File: src/rtl/tex_pkg.sv
// tex_pkg: shared state encoding and character constants for the tex text path
package tex_pkg;
   typedef enum logic [2:0] {IDLE, CAPTURE, EMIT_L, EMIT_SEP, EMIT_R, EMIT_EOL} state_e;
   localparam logic [7:0] ASCII_SPACE = 8'h20;
   localparam logic [7:0] ASCII_EQ    = 8'h3D;
   localparam logic [7:0] ASCII_LF    = 8'h0A;
   localparam int PAIR_W = 16;
endpackage

File: src/rtl/tex_pair_ram.sv
// tex_pair_ram: DEPTH x PAIR_W register file, synchronous write, combinational read
module tex_pair_ram import tex_pkg::*; #(
   parameter int DEPTH = 32
) (
   input  logic                     clk,
   input  logic                     we_i,
   input  logic [$clog2(DEPTH)-1:0] waddr_i,
   input  logic [PAIR_W-1:0]        wdata_i,
   input  logic [$clog2(DEPTH)-1:0] raddr_i,
   output logic [PAIR_W-1:0]        rdata_o
);
   logic [PAIR_W-1:0] mem_q [DEPTH];
   always_ff @(posedge clk)
      if (we_i) mem_q[waddr_i] <= wdata_i;
   assign rdata_o = mem_q[raddr_i];
endmodule

File: src/rtl/tex_line_emitter.sv
// tex_line_emitter: buffers one line of (lhs, rhs) pairs, then streams lhs, SEP, rhs, EOL.
// Optional trailing-space trimming per side when TEX_LINE_TRIM_EN is defined.
module tex_line_emitter import tex_pkg::*; #(
   parameter int         DEPTH    = 32,
   parameter logic [7:0] SEP_CHAR = ASCII_EQ,
   parameter logic [7:0] EOL_CHAR = ASCII_LF
) (
   input  logic       clk,
   input  logic       rst,
   input  logic       start,
   input  logic [5:0] line_len,
   input  logic       in_valid,
   output logic       in_ready,
   input  logic [7:0] lhs,
   input  logic [7:0] rhs,
   output logic       out_valid,
   input  logic       out_ready,
   output logic [7:0] out_char,
   output logic       out_last,
   output logic       busy,
   output logic       overflow
);
   localparam int         AW     = $clog2(DEPTH);
   localparam logic [6:0] DEPTH7 = 7'(DEPTH);
   state_e            state_q;
   logic [5:0]        len_q;
   logic [6:0]        idx_q, rd_q, stored, nl, nr;
   logic [7:0]        out_char_q;
   logic              out_valid_q, out_last_q, overflow_q;
   logic              beat, wr_en, last_beat, hs;
   logic [AW-1:0]     raddr;
   logic [PAIR_W-1:0] rdata, rpair;
   assign in_ready  = state_q == CAPTURE;
   assign beat      = in_valid && in_ready;
   assign wr_en     = beat && idx_q < DEPTH7;
   assign last_beat = beat && idx_q + 7'd1 == {1'b0, len_q};
   assign hs        = out_valid_q && out_ready;
   assign stored    = {1'b0, len_q} > DEPTH7 ? DEPTH7 : {1'b0, len_q};
   assign raddr     = (state_q == CAPTURE || state_q == EMIT_SEP) ? '0 : rd_q[AW-1:0];
   // a one-pair line writes slot 0 on the same edge that loads its first byte
   assign rpair     = (wr_en && idx_q == 7'd0) ? {lhs, rhs} : rdata;
   tex_pair_ram #(.DEPTH(DEPTH)) u_ram (
      .clk     (clk),
      .we_i    (wr_en),
      .waddr_i (idx_q[AW-1:0]),
      .wdata_i ({lhs, rhs}),
      .raddr_i (raddr),
      .rdata_o (rdata)
   );
`ifdef TEX_LINE_TRIM_EN
   logic [6:0] last_l_q, last_r_q;
   assign nl = (wr_en && lhs != ASCII_SPACE) ? idx_q + 7'd1 : last_l_q;
   assign nr = (wr_en && rhs != ASCII_SPACE) ? idx_q + 7'd1 : last_r_q;
   always_ff @(posedge clk or posedge rst)
      if (rst) begin
         last_l_q <= '0;
         last_r_q <= '0;
      end else begin
         last_l_q <= state_q == IDLE ? 7'd0 : nl;
         last_r_q <= state_q == IDLE ? 7'd0 : nr;
      end
`else
   assign nl = stored;
   assign nr = stored;
`endif
   always_ff @(posedge clk or posedge rst)
      if (rst) begin
         state_q     <= IDLE;
         len_q       <= '0;
         idx_q       <= '0;
         rd_q        <= '0;
         out_char_q  <= '0;
         out_valid_q <= 1'b0;
         out_last_q  <= 1'b0;
         overflow_q  <= 1'b0;
      end else begin
         case (state_q)
            IDLE: if (start) begin
               len_q      <= line_len;
               idx_q      <= '0;
               overflow_q <= 1'b0;
               if (line_len == 6'd0) begin
                  state_q     <= EMIT_SEP;
                  out_char_q  <= SEP_CHAR;
                  out_valid_q <= 1'b1;
               end else state_q <= CAPTURE;
            end
            CAPTURE: if (beat) begin
               idx_q <= idx_q + 7'd1;
               if (!wr_en) overflow_q <= 1'b1;
               if (last_beat) begin
                  out_valid_q <= 1'b1;
                  rd_q        <= 7'd1;
                  state_q     <= nl != 7'd0 ? EMIT_L : EMIT_SEP;
                  out_char_q  <= nl != 7'd0 ? rpair[15:8] : SEP_CHAR;
               end
            end
            EMIT_L: if (hs) begin
               rd_q       <= rd_q + 7'd1;
               state_q    <= rd_q < nl ? EMIT_L : EMIT_SEP;
               out_char_q <= rd_q < nl ? rdata[15:8] : SEP_CHAR;
            end
            EMIT_SEP: if (hs) begin
               rd_q       <= 7'd1;
               state_q    <= nr != 7'd0 ? EMIT_R : EMIT_EOL;
               out_char_q <= nr != 7'd0 ? rdata[7:0] : EOL_CHAR;
               out_last_q <= nr == 7'd0;
            end
            EMIT_R: if (hs) begin
               rd_q       <= rd_q + 7'd1;
               state_q    <= rd_q < nr ? EMIT_R : EMIT_EOL;
               out_char_q <= rd_q < nr ? rdata[7:0] : EOL_CHAR;
               out_last_q <= rd_q >= nr;
            end
            EMIT_EOL: if (hs) begin
               state_q     <= IDLE;
               out_valid_q <= 1'b0;
               out_last_q  <= 1'b0;
            end
            default: state_q <= IDLE;
         endcase
      end
   assign out_char  = out_char_q;
   assign out_valid = out_valid_q;
   assign out_last  = out_last_q;
   assign overflow  = overflow_q;
   assign busy      = state_q != IDLE;
endmodule

File: config.mk
export PLATFORM = sky130hd
export DESIGN_NAME = tex_line_emitter
export DESIGN_NICKNAME = d
export VERILOG_FILES = /design/src/rtl/tex_pkg.sv /design/src/rtl/tex_pair_ram.sv /design/src/rtl/tex_line_emitter.sv
export SDC_FILE = /design/constraint.sdc
export NUM_CORES = 1
export LEC_CHECK = 0
export ABC_AREA = 1
export BUFFER_PORTS_ARGS = -buffer_cell sky130_fd_sc_hd__buf_4
export CAP_MARGIN = 20
export CORE_ASPECT_RATIO = 1.25
export CORE_MARGIN = 1.5
export CORE_UTILIZATION = 63
export DETAILED_ROUTE_END_ITERATION = 10
export PLACE_DENSITY = 0.8
export SLEW_MARGIN = 0
export SYNTH_ARGS = -nofsm -noshare
export SYNTH_HDL_FRONTEND = slang
export SYNTH_SLANG_ARGS = --single-unit
File: constraint.sdc
create_clock -name clk -period 3.16 [get_ports clk]
set_input_delay 0.158 -clock clk [delete_from_list [all_inputs] [get_ports clk]]
set_output_delay 0.158 -clock clk [all_outputs]
set_load 0.1 [all_outputs]
## After elaboration in Yosys (flattened, before gate mapping)

Memories as Yosys holds them, arrays and structs flattened.
Index checks and enable logic that the tools add are counted.

| word-level totals | value |
|---|---|
| bits in registers | 34 |
| bits in latches | 0 |
| bits in writable memories | 512 |
| memory bits (read-only) | 0 |
| output and inout bits | 13 |
| memories | 1 |

| cells by class | value |
|---|---|
| add/subtract/negate cells | 2 |
| multipliers | 0 |
| divide/modulo/power cells | 0 |
| magnitude comparators | 4 |
| eq/ne operators | 16 |
| shifts and indexed selects | 0 |
| mux-type cells | 51 |
| bitwise logic cells | 0 |
| reduce and logical (&&, ||, !) cells | 26 |

Memory list:

| name | words | bits a word | read ports | clocked after memory_dff | write ports | RTL line | source |
|---|---|---|---|---|---|---|---|
| u_ram.mem_q | 32 | 16 | 1 | 0 | 1 | tex_pair_ram.sv:12 | `logic [PAIR_W-1:0] mem_q [DEPTH];` |

Operators with widths:

| operator | count |
|---|---|
| two-way mux 8 bit | 11 |
| two-way mux 7 bit | 6 |
| case mux 8 bit (5 select lines) | 1 |
| two-way mux 3 bit | 7 |
| case mux 7 bit (3 select lines) | 1 |
| case mux 3 bit (6 select lines) | 1 |
| two-way mux 1 bit | 16 |
| two-way mux 16 bit | 1 |
| adder 7 x 1 -> 7 bit (second input constant) | 2 |
| zero test 7 bit | 2 |
| != test 2 bit (second input constant) | 7 |
| case mux 7 bit (2 select lines) | 1 |
| nonzero test 3 bit | 4 |
| AND reduction 4 bit | 2 |
| AND reduction 8 bit | 1 |
| equality test 7 x 6 -> 1 bit | 1 |
| >= comparator 7 x 6 -> 1 bit | 1 |
| < comparator 7 x 6 -> 1 bit | 1 |
| < comparator 7 x 6 -> 1 bit (second input constant) | 1 |
| AND reduction 7 bit | 1 |
| nonzero test 7 bit | 1 |
| equality test 3 x 2 -> 1 bit (second input constant) | 2 |
| equality test 3 bit (second input constant) | 2 |
| greater-than comparator 6 bit (second input constant) | 1 |
| other kinds (18) | 25 |

## Longest topological paths before layout

Gate-level depths: netlist (run 1).

| depth | value |
|---|---|
| depth after elaboration | 9 |
| mapped depth | 16 |

## Modules after synthesis

From an unflattened synthesis (run 1), not the netlist that was laid out.

| unflattened totals | value |
|---|---|
| cells, all modules | 2193 |
| area total of the unflattened synthesis | 23687.7 um^2 |

Modules (own cells, without submodules):

| module | instances | cells an instance | area an instance (um^2) | seq. area each (um^2) |
|---|---|---|---|---|
| tex_pair_ram | 1 | 1778 | 20981.4 | 15374.7 |
| tex_line_emitter | 1 | 415 | 2706.3 | 850.8 |

## Worst setup path before layout (run 1)

No wires, ideal clock.

| timing path | value |
|---|---|
| kind | register to register |
| from | register state_q[2] |
| to | memory u_ram.mem_q[10][0], enable pin |
| setup time | 0.388 ns |
| data arrival time | 2.012 ns |
| required time | 2.772 ns |
| path slack | 0.760 ns |
| stages on the path, launching flop included | 8 |
| period minus slack after synthesis | 2.400 ns |
| cells stage by stage | dfrtp_1 > inv_2 > nand2_2 > nor2_2 > nand2_2 > nor3_4 > nand2_1 > nor2_1 |

| on the way | value |
|---|---|
| word-level cells in the longest chain between the ends | 5 |

RTL lines:

| what | RTL line | source |
|---|---|---|
| start, declared | tex_line_emitter.sv:25 | `state_e state_q;` |
| start signal, assigned | tex_line_emitter.sv:94 | `state_q <= nl != 7'd0 ? EMIT_L : EMIT_SEP;` |
| start signal, assigned | tex_line_emitter.sv:100 | `state_q <= rd_q < nl ? EMIT_L : EMIT_SEP;` |
| start signal, assigned | tex_line_emitter.sv:105 | `state_q <= nr != 7'd0 ? EMIT_R : EMIT_EOL;` |
| equality test 3 x 1 -> 1 bit | tex_line_emitter.sv:33 | `assign in_ready = state_q == CAPTURE;` |
| logical AND 1 bit | tex_line_emitter.sv:34 | `assign beat = in_valid && in_ready;` |
| logical AND 1 bit | tex_line_emitter.sv:35 | `assign wr_en = beat && idx_q < DEPTH7;` |
| two-way mux 1 bit | tex_pair_ram.sv:14 | `if (we_i) mem_q[waddr_i] <= wdata_i;` |
| two-way mux 1 bit (implied by the code) | tex_pair_ram.sv:14 |  |
| end, declared | tex_pair_ram.sv:12 |  |

Every way passes these cells.

## Worst setup path in the final report (run 1)

| timing path | value |
|---|---|
| from | register state_q[2] |
| to | register out_char_q[4] (netlist: out_char[4]) |

| on the way | value |
|---|---|
| word-level cells in the longest chain between the ends | 9 |

RTL lines:

| what | RTL line | source |
|---|---|---|
| equality test 3 x 1 -> 1 bit or equality test 3 x 2 -> 1 bit (tied branches) | tex_line_emitter.sv:33, tex_line_emitter.sv:39, tex_line_emitter.sv:77 |  |
| logical OR 1 bit or logical AND 1 bit (tied branches) | tex_line_emitter.sv:39, tex_line_emitter.sv:34 |  |
| two-way mux 5 bit or logical AND 1 bit (tied branches) | tex_line_emitter.sv:39, tex_line_emitter.sv:35 |  |
| memory (32 x 16 bit) or logical AND 1 bit (tied branches) | -- |  |
| two-way mux 16 bit | tex_line_emitter.sv:41 | `assign rpair = (wr_en && idx_q == 7'd0) ? {lhs, rhs} : rdata;` |
| two-way mux 8 bit | tex_line_emitter.sv:95 | `out_char_q <= nl != 7'd0 ? rpair[15:8] : SEP_CHAR;` |
| two-way mux 8 bit | tex_line_emitter.sv:91 | `if (last_beat) begin` |
| two-way mux 8 bit | tex_line_emitter.sv:88 | `CAPTURE: if (beat) begin` |
| case mux 8 bit (5 select lines) | tex_line_emitter.sv:77 | `case (state_q)` |
| end signal, assigned | tex_line_emitter.sv:95 |  |
| end signal, assigned | tex_line_emitter.sv:101 | `out_char_q <= rd_q < nl ? rdata[15:8] : SEP_CHAR;` |
| end signal, assigned | tex_line_emitter.sv:106 | `out_char_q <= nr != 7'd0 ? rdata[7:0] : EOL_CHAR;` |
| end, declared | tex_line_emitter.sv:28 | `logic [7:0] out_char_q;` |

Parallel ways exist; a longest one is shown, timed or not. The select of a mux whose other input is x is not followed.
A chain may end at the register's enable or synchronous reset.

==> out/results.md, run 1 <==
| Stage | Result | Value |
|:---|:---|:---|
| run status | Outcome | complete, no violations |
| final layout | Filler cell count in the final layout | 2375 |
| clock network | Number of sinks on the clock net | 546 |
| yosys | Flip-flop and latch count after synthesis | 546 |
| routing | Vias | 16600 |
| clock network | Clock latency at the later pin of the worst-skew pair | 0.58 ns |
| power and ir drop | Switching power share of the total | 38.12% |
| die | DIE HEIGHT | 217.4 um |
| job | Max Cap Violations | 0 |
| setup path | Max incr delay on CP | 0.48 ns |
| setup path | Critical path endpoint category | flip-flop |
| routing | Drt first-iter violations | 2124 |
| yosys | Mapped Nets | 2100 |
| grt | First-pass GRT wire length | 92.12 mm |
| die | Std-Cell Rows | 78 |
| final layout | Share of layout cells above drive strength 1 | 10.55% |
| clock network | H-tree Lvls | 2 |
| place | Global placer's final weighted congestion | 0.9985 |
| timing | Max Clock Skew | 0.02062 ns |
| final layout | Final nets | 2160 |
| place | Placed wire-length estimate | 35.05 mm |
| timing | Final period utilization | 92.98% |
| min path | Worst hold-check path type | in2reg |
| clock network | Clock-pin slew on the worst setup and hold paths | 0.07 ns |
| power and ir drop | Part of the total power dissipated in combinational logic | 35.6% |
| final layout | Growth of design area from synthesis to finish | 11.99% |
| die | Core area | 36300 sq um |
| setup path | Cells along the critical path | inv_2 -> nand2_2 -> nand2_8 -> inv_4 -> buf_12 -> buf_4 -> nand2_1 -> nand3_1 -> nand3_1 -> nand3_1 -> nand3_1 -> nand2_1 -> nand2_1 -> nand3_1 -> nor2_1 -> nor2_1 |
| timing | Min cycle time layout | 2.938 ns |
| grt | Via count of the first global-routing pass | 16360 |
| routing | Avg WL per Cell | 22.88 um |
| setup path | Required time reported for the critical path endpoint | 3.66 ns |
| timing | Slew of the pin with the lowest slew margin | 0.8748 ns |
| routing | Antenna-violating nets left | 0 |
| clock network | Post-cts repair resize count | 0 |
| die | Number of placed I/O pins | 40 |
| yosys | Most instantiated flip-flop cell in the synthesis netlist | sky130_fd_sc_hd__edfxtp_1 |
| routing | DRC violation count after routing | 0 |
| timing | Worst hold slack | 0.01544 ns |
| timing | Highest achievable clock rate | 0.3404 GHz |
| setup path | Maximum fanout along the worst path | 44 |
| routing | Ratio of routed vias to standard cells | 6.284 |
| yosys | Combined area of all synthesized cells | 23170 sq um |
| clock network | Cell chosen for the clock root | sky130_fd_sc_hd__clkbuf_16 |
| setup path | Launching element type of the critical path | flip-flop |
| timing | Number of endpoints failing setup at the final stage | 0 |
| die | Initial Util | 63.82% |
| power and ir drop | Maximum vdd ir drop | 0.6355 mV |
| yosys | Distinct cells, synth | 39 |
| timing | Final hold violation count | 0 |
| power and ir drop | Share of total power in sequential cells | 37.3% |
| grt | Global Route Usage Sum | 32.28% |
| yosys | Synth warn | 0 |
| clock network | Maximum clock insertion buffer count | 3 |
| timing | Max-slew violation total from the final report | 0 |
| power and ir drop | Final Power | 22.40 mW |
| yosys | Fraction of registers with async set/reset | 6.227% |
| final layout | Cell area after layout | 25950 sq um |
| clock network | CTS tree | built |
| setup path | Slowest stage cell on the critical path | sky130_fd_sc_hd__dfrtp_1 |
| yosys | Synthesized instance count | 2062 |
| grt | Overflow left after global routing | 0 |
| timing | Setup TNS | 0 ns |
| final layout | Inserted Diodes | 0 |
| timing | Unrepaired setup endpoints after global routing | no |
| yosys | Number of flops mapped to enable cells by yosys | 512 |
| yosys | Post-synthesis area per instance | 11.24 sq um |
| grt | Maximum number of pins on one net before global-route repair | 97 |
| die | Overall die area | 37940 sq um |
| grt | Initial antenna violation count | 0 |
| setup path | CP Data Arrival Time | 3.44 ns |
| power and ir drop | Power per standard cell area | 863.1 nW/um^2 |
| power and ir drop | Reported leakage power | 9.704 nW |
| power and ir drop | Switching power summed over all nets | 8.539 mW |
| setup path | Worst path most repeated cell | sky130_fd_sc_hd__nand3_1 |
| setup path | Kind of critical path | reg2reg |
| routing | Routed wire length | 60.44 mm |
| power and ir drop | Clock network power share | 27.1% |
| power and ir drop | Internal | 13.86 mW |
| timing | Headroom to the max-slew limit | 41.68% |
| place | I/O Buffers | 39 |
| routing | Drt first pass iters | 6 |
| yosys | Sequential area share after synthesis | 70.03% |
| place | Instance area at placement | 24250 sq um |
| clock network | Number of buffers added by the clock tree synthesis step | 49 |
| die | Horizontal die dimension | 174.5 um |
==> sequential cells by signal (all words and copies together) (netlist names) <==
signal       flops
idx_q            7
len_q            6
out_char         8
out_last         1
out_valid        1
overflow         1
rd_q             7
state_q          3
u_ram.mem_q    512
==> cells by family after synthesis <==
logic type               after synthesis  share of synthesized area [%]
adder cells (fa/ha/maj)               11                         0.5940
buffers and inverters                212                          4.099
flip-flops                           546                          70.03
XOR/XNOR                               7                         0.2646
AND/OR/NAND/NOR                     1152                          21.57
AO/OA/AOI/OAI                        134                          3.440
==> worst paths after layout <==
| path | startpoint | endpoint | slack [ns] | cells after the start |
|---|---|---|---|---|
| min in group asynchronous | rst | rd_q[1] | 0.31 | 3 |
| max in group asynchronous | rst | out_char[6] | 2.11 | 4 |
| worst max-delay path | state_q[2] | out_char[4] | 0.22 | 16 |
| worst max register to register | state_q[2] | out_char[4] | 0.22 | 16 |
| worst min register to register | out_last | out_last | 0.50 | 2 |
| worst min-delay path | rhs[1] | u_ram.mem_q[1][1] | 0.02 | 1 |
==> routing by layer <==
| metal | global-route usage [%] | wire length, um | share of wire [%] | vias up |
|---|---|---|---|---|
| met5 | 0 | 0 | 0 | - |
| met4 | 17.61 | 3198 | 5.3 | 0 |
| met1 | 40.63 | 21250 | 35 | 7883 |
| met2 | 53.68 | 29690 | 49 | 1175 |
| met3 | 5.660 | 6302 | 10 | 237 |
| li1 | - | - | - | 7307 |
==> cell usage after synthesis (all sizes together) (2+ instances only) <==
cell,number,area (sq um)
nand2,570,2160
edfxtp,512,15370
nand3,402,2022
nor2,146,573.0
inv,98,367.9
buf,81,456.7
o21ai,78,390.4
o211ai,41,307.8
dfrtp,34,850.8
clkbuf,30,112.6
or2,14,87.58
ha,11,137.6
nand3b,10,75.07
xor2,7,61.31
o22ai,6,37.54
nor3,5,41.29
a21oi,4,20.02
clkinv,3,12.51
nand4,3,25.02
o221ai,2,17.52
==> cell usage in the layout, fill, tap and decap left out, types with 2 or more instances in the layout <==
| master | Yosys | layout |
|---|---|---|
| sky130_fd_sc_hd__nor3_1 | 3 | 3 |
| sky130_fd_sc_hd__o21ai_1 | 28 | 28 |
| sky130_fd_sc_hd__edfxtp_1 | 512 | 512 |
| sky130_fd_sc_hd__clkbuf_16 | 0 | 51 |
| sky130_fd_sc_hd__nand2_4 | 1 | 2 |
| sky130_fd_sc_hd__clkbuf_1 | 30 | 11 |
| sky130_fd_sc_hd__o22ai_1 | 6 | 6 |
| sky130_fd_sc_hd__nor2_2 | 4 | 12 |
| sky130_fd_sc_hd__nor2_4 | 2 | 2 |
| sky130_fd_sc_hd__clkinv_2 | 1 | 11 |
| sky130_fd_sc_hd__nand3_1 | 400 | 400 |
| sky130_fd_sc_hd__a21oi_1 | 4 | 4 |
| sky130_fd_sc_hd__o21ai_0 | 50 | 50 |
| sky130_fd_sc_hd__or2_1 | 5 | 5 |
| sky130_fd_sc_hd__inv_1 | 89 | 89 |
| sky130_fd_sc_hd__nand2_1 | 564 | 563 |
| sky130_fd_sc_hd__ha_1 | 11 | 11 |
| sky130_fd_sc_hd__nor2_1 | 140 | 132 |
| sky130_fd_sc_hd__nand3b_1 | 10 | 10 |
| sky130_fd_sc_hd__nand2_2 | 5 | 4 |
| sky130_fd_sc_hd__inv_2 | 9 | 7 |
| sky130_fd_sc_hd__xor2_1 | 7 | 7 |
| sky130_fd_sc_hd__or2_2 | 9 | 9 |
| sky130_fd_sc_hd__buf_12 | 0 | 12 |
| sky130_fd_sc_hd__bufinv_16 | 0 | 7 |
| sky130_fd_sc_hd__o221ai_1 | 2 | 2 |
| sky130_fd_sc_hd__o211ai_1 | 41 | 41 |
| sky130_fd_sc_hd__clkinv_1 | 2 | 13 |
| sky130_fd_sc_hd__buf_4 | 18 | 101 |
| sky130_fd_sc_hd__nand3_2 | 2 | 2 |
| sky130_fd_sc_hd__nand4_1 | 2 | 2 |
| sky130_fd_sc_hd__dlygate4sd3_1 | 0 | 7 |
| sky130_fd_sc_hd__dfrtp_1 | 34 | 33 |
==> layout make-up <==
type,instances,area [sq um],area share [%]
Timing Repair Buffer,120,1069,4.118
Sequential cell,546,16230,62.55
Clock inverter,29,312.8,1.206
Clock buffer,62,1318,5.078
Multi-Input combinational cell,1304,6035,23.26
Inverter,101,384.1,1.480
Tap cell,480,600.6,2.315
==> metrics by stage <==
| step | util (%) | instances | setup slack (ns) |
|---|---|---|---|
| 6_report | 71.47 | 2642 | 0.2219 |
| 5_1_grt | 71.47 | 2642 | 0.1333 |
| 4_1_cts | 71.47 | 2642 | 0.3041 |
| 3_5_place_dp | 66.79 | 2544 | 0.4226 |
| 3_3_place_gp | 66.79 | 2544 | 0.5276 |
| 2_1_floorplan | - | 2062 | 0.7596 |
==> power by group through the flow <==
| stage | registers [mW] | clock network, mW | logic (mW) |
|---|---|---|---|
| after floorplan | 8.82 | 0 | 5.09 |
| after global placement | 8.48 | 0 | 7.52 |
| after global routing | 8.37 | 6.35 | 8.61 |
| after CTS | 8.34 | 6.07 | 7.81 |
| final | 8.35 | 6.07 | 7.97 |
| after detailed placement | 8.50 | 0 | 7.69 |
==> critical path: cells and delay by family, from the launching register on <==
| kind | cells | cell delay (ns) |
|---|---|---|
| flops | 1 | 0.48 |
| buf+inv | 4 | 0.88 |
| simple gates | 12 | 1.46 |
==> what timing repair did <==
action	CTS	global route
hold buffers	7	0
buffers inserted	0	0
hold endpoints to repair	26	0
Note: power is estimated with default switching activity, not from simulation.
==> inputs of run 2 (changes only) <==
- MAX_ROUTING_LAYER: not set -> met4
==> out/results.md, run 2 (same netlist as run 1, synthesis figures left out) <==
| Stage | Result | Value | Delta |
|:---|:---|:---|:---|
| routing | Antenna-violating nets left | 0 | unchanged |
| setup path | Max incr delay on CP | 0.48 ns | about the same |
| timing | Final period utilization | 92.49% | -0.49 points |
| routing | Drt first-iter violations | 2034 | -4.2% |
| setup path | Critical path's top delay family | simple AND/OR/NAND/NOR gates |  |
| routing | Ratio of routed vias to standard cells | 6.215 | -1.1% |
| clock network | Maximum clock insertion buffer count | 3 | unchanged |
| die | Overall die area | 37940 sq um | unchanged |
| setup path | Kind of critical path | reg2reg |  |
| clock network | Cell chosen for the clock root | sky130_fd_sc_hd__clkbuf_16 |  |
| final layout | Filler cell count in the final layout | 2405 | +1.3% |
| clock network | Post-cts repair resize count | 0 | unchanged |
| setup path | Slowest stage cell on the critical path | sky130_fd_sc_hd__dfrtp_1 |  |
| die | DIE HEIGHT | 217.4 um | unchanged |
| power and ir drop | Internal | 13.54 mW | -2.3% |
| final layout | Multi-input combinational cell area | 6035 sq um | unchanged |
| power and ir drop | Maximum vdd ir drop | 0.5865 mV | -7.7% |
| grt | Global Route Usage Sum | 32.53% | +0.25 points |
| timing | Slew of the pin with the lowest slew margin | 0.6839 ns | -0.1908 ns |
| power and ir drop | Final Power | 22.02 mW | -1.7% |
| place | I/O Buffers | 39 | unchanged |
| die | Number of placed I/O pins | 40 | unchanged |
| power and ir drop | Switching power share of the total | 38.51% | +0.39 points |
| timing | Unrepaired setup endpoints after global routing | no |  |
| setup path | Critical path endpoint category | flip-flop |  |
| final layout | Commonest non-fill, non-tap cells in the layout | sky130_fd_sc_hd__nand2_1 (563), sky130_fd_sc_hd__edfxtp_1 (512), sky130_fd_sc_hd__nand3_1 (400) |  |
| clock network | Clock-pin slew on the worst setup and hold paths | 0.07 ns | about the same |
| timing | Final hold violation count | 0 | unchanged |
| setup path | Critical path buffers and inverters | 4 | unchanged |
| grt | First-pass GRT wire length | 90.29 mm | -2.0% |
| grt | Initial antenna violation count | 0 | unchanged |
| routing | Avg WL per Cell | 22.36 um | -2.3% |
| die | Initial Util | 63.82% | unchanged |
| setup path | CP Data Arrival Time | 3.42 ns | -0.02 ns |
| clock network | Clock latency at the later pin of the worst-skew pair | 0.57 ns | about the same |
| timing | Headroom to the max-slew limit | 54.35% | +13 points |
| die | Horizontal die dimension | 174.5 um | unchanged |
| grt | Via count of the first global-routing pass | 16000 | -2.2% |
| setup path | Required time reported for the critical path endpoint | 3.66 ns | about the same |
| min path | Worst hold-check path type | in2reg |  |
| grt | Most Used Layer, Global Route | met2 |  |
| power and ir drop | Switching power summed over all nets | 8.479 mW | -0.70% |
| place | Placed wire-length estimate | 34.13 mm | -2.6% |
| grt | GRT met1 Usage | 40.86% | +0.22 points |
| power and ir drop | Share of total power in sequential cells | 38.1% | +0.8 points |
| grt | Overflow left after global routing | 0 | unchanged |
| routing | DRC violation count after routing | 0 | unchanged |
| timing | Max Clock Skew | 0.01007 ns | -0.01054 ns |
| power and ir drop | Part of the total power dissipated in combinational logic | 35.7% | about the same |
| setup path | Reg2reg start | state_q[2] |  |
| run status | Outcome | complete, no violations |  |
| clock network | Number of buffers added by the clock tree synthesis step | 50 | +2.0% |
| die | Std-Cell Rows | 78 | unchanged |
| power and ir drop | Power per standard cell area | 852.0 nW/um^2 | -1.3% |
| min path | Beginning of the worst hold path | rhs[2] |  |
| setup path | Launching element type of the critical path | flip-flop |  |
| setup path | Startpoint of the worst setup timing path | state_q[2] |  |
| final layout | Most common cell after layout, fill and taps aside | sky130_fd_sc_hd__nand2_1 |  |
| job | Max Cap Violations | 0 | unchanged |
| place | Global placer's final weighted congestion | 0.9686 | -3.0% |
| timing | Setup TNS | 0 ns | unchanged |
| final layout | Register bank with the most flops | u_ram.mem_q |  |
| timing | Min cycle time layout | 2.923 ns | -0.01542 ns |
| routing | Drt first pass iters | 6 | unchanged |
| final layout | Share of layout cells above drive strength 1 | 10.33% | -0.22 points |
| timing | Max-slew violation total from the final report | 0 | unchanged |
| setup path | Cells along the critical path | inv_2 -> nand2_2 -> nand2_8 -> inv_4 -> buf_12 -> buf_4 -> nand2_1 -> nand3_1 -> nand3_1 -> nand3_1 -> nand3_1 -> nand2_1 -> nand2_1 -> nand3_1 -> nand2_1 -> nand2_1 |  |
| power and ir drop | Clock network power share | 26.2% | -0.9 points |
| final layout | Area occupied by registers | 16230 sq um | unchanged |
| final layout | Inserted Diodes | 0 | unchanged |
| routing | Routed wire length | 59.01 mm | -2.4% |
| timing | Number of endpoints failing setup at the final stage | 0 | unchanged |
| grt | Maximum number of pins on one net before global-route repair | 131 | +35% |
| clock network | Number of sinks on the clock net | 546 | unchanged |
| final layout | Final nets | 2159 | -0.046% |
| timing | Highest achievable clock rate | 0.3421 GHz | +0.53% |
| clock network | H-tree Lvls | 2 | unchanged |
| final layout | Growth of design area from synthesis to finish | 11.53% |  |
| setup path | Maximum fanout along the worst path | 52 | +18% |
| final layout | Flip-flop count of the largest register after layout | 512 | unchanged |
| grt | Met3 usage in global routing | 4.595% | -1.1 points |
| routing | Vias | 16400 | -1.2% |
| power and ir drop | Reported leakage power | 9.634 nW | -0.71% |
| clock network | CTS tree | built |  |
| grt | Global Route met2 Usage | 52.47% | -1.2 points |
| die | Core area | 36300 sq um | unchanged |
## run 2: changes by cell type in the layout (fill, tap and decap cells not counted)
cell,change
sky130_fd_sc_hd__bufinv_16,-4
sky130_fd_sc_hd__clkinv_2,-4
sky130_fd_sc_hd__clkinvlp_4,+3
sky130_fd_sc_hd__buf_4,-2
sky130_fd_sc_hd__clkbuf_1,+1
sky130_fd_sc_hd__clkinv_1,+1
sky130_fd_sc_hd__clkinv_4,+1
sky130_fd_sc_hd__inv_6,+1
## run 2: worst reg2reg max path, cell delays in order (launching register included)
cell                      delay, ns
sky130_fd_sc_hd__dfrtp_1       0.48
sky130_fd_sc_hd__inv_2         0.11
sky130_fd_sc_hd__nand2_2       0.24
sky130_fd_sc_hd__nand2_8       0.13
sky130_fd_sc_hd__inv_4         0.31
sky130_fd_sc_hd__buf_12        0.33
sky130_fd_sc_hd__buf_4         0.26
sky130_fd_sc_hd__nand2_1       0.07
sky130_fd_sc_hd__nand3_1       0.07
sky130_fd_sc_hd__nand3_1       0.11
sky130_fd_sc_hd__nand3_1       0.10
sky130_fd_sc_hd__nand3_1       0.14
sky130_fd_sc_hd__nand2_1       0.17
sky130_fd_sc_hd__nand2_1       0.07
sky130_fd_sc_hd__nand3_1       0.11
sky130_fd_sc_hd__nand2_1       0.08
sky130_fd_sc_hd__nand2_1       0.09
## run 2: stage by stage
step / setup WS (ns) / std cells / utilization (%) / hold slack [ns] / instance area, sq um
floorplan: 0.7596 / 2062 / - / 0.2569 / 23170
global placement: 0.4760 / 2542 / 66.75 / 0.1145 / 24230
detailed placement: 0.4083 / 2542 / 66.75 / 0.1316 / 24230
CTS: 0.3250 / 2639 / 71.17 / 0.004893 / 25840
global route: 0.1184 / 2639 / 71.17 / 0.01188 / 25840
finish: 0.2373 / 2639 / 71.17 / 0.02011 / 25840
## run 2: final cells by class
class                           count  area share, %
Clock inverter                     27         0.8377
Sequential cell                   546          62.81
Clock buffer                       63          5.113
Tap cell                          480          2.324
Timing Repair Buffer              118          4.077
Inverter                          101          1.487
Multi-Input combinational cell   1304          23.35
## run 2: worst paths after layout
kind | to | slack, ns | cells after the start
setup / recovery | out_char[6] | 0.24 | 16
hold / removal | u_ram.mem_q[24][2] | 0.02 | 1
setup reg to reg | out_char[6] | 0.24 | 16
hold reg to reg | out_char[6] | 0.52 | 2
max in group asynchronous | rd_q[0] | 2.48 | 4
min in group asynchronous | rd_q[6] | 0.09 | 3
## run 2: routing by layer
metal / vias up / part of all wire [%]
met5: - / 0
met4: 0 / 4.7
met3: 181 / 9.7
met2: 1082 / 50
met1: 7840 / 36
li1: 7299 / -
## run 2: power groups by stage
stage / combinational, mW / clock (mW) / sequential (mW)
detailed placement: 7.66 / 0 / 8.53
global route: 8.57 / 6.04 / 8.40
finish: 7.87 / 5.76 / 8.39
global placement: 7.49 / 0 / 8.52
floorplan: 5.09 / 0 / 8.82
CTS: 7.75 / 5.77 / 8.38
## run 2: timing repair
action,in CTS,in global routing
buffers inserted,0,0
endpoints found under the hold margin,40,0
hold buffers,7,0
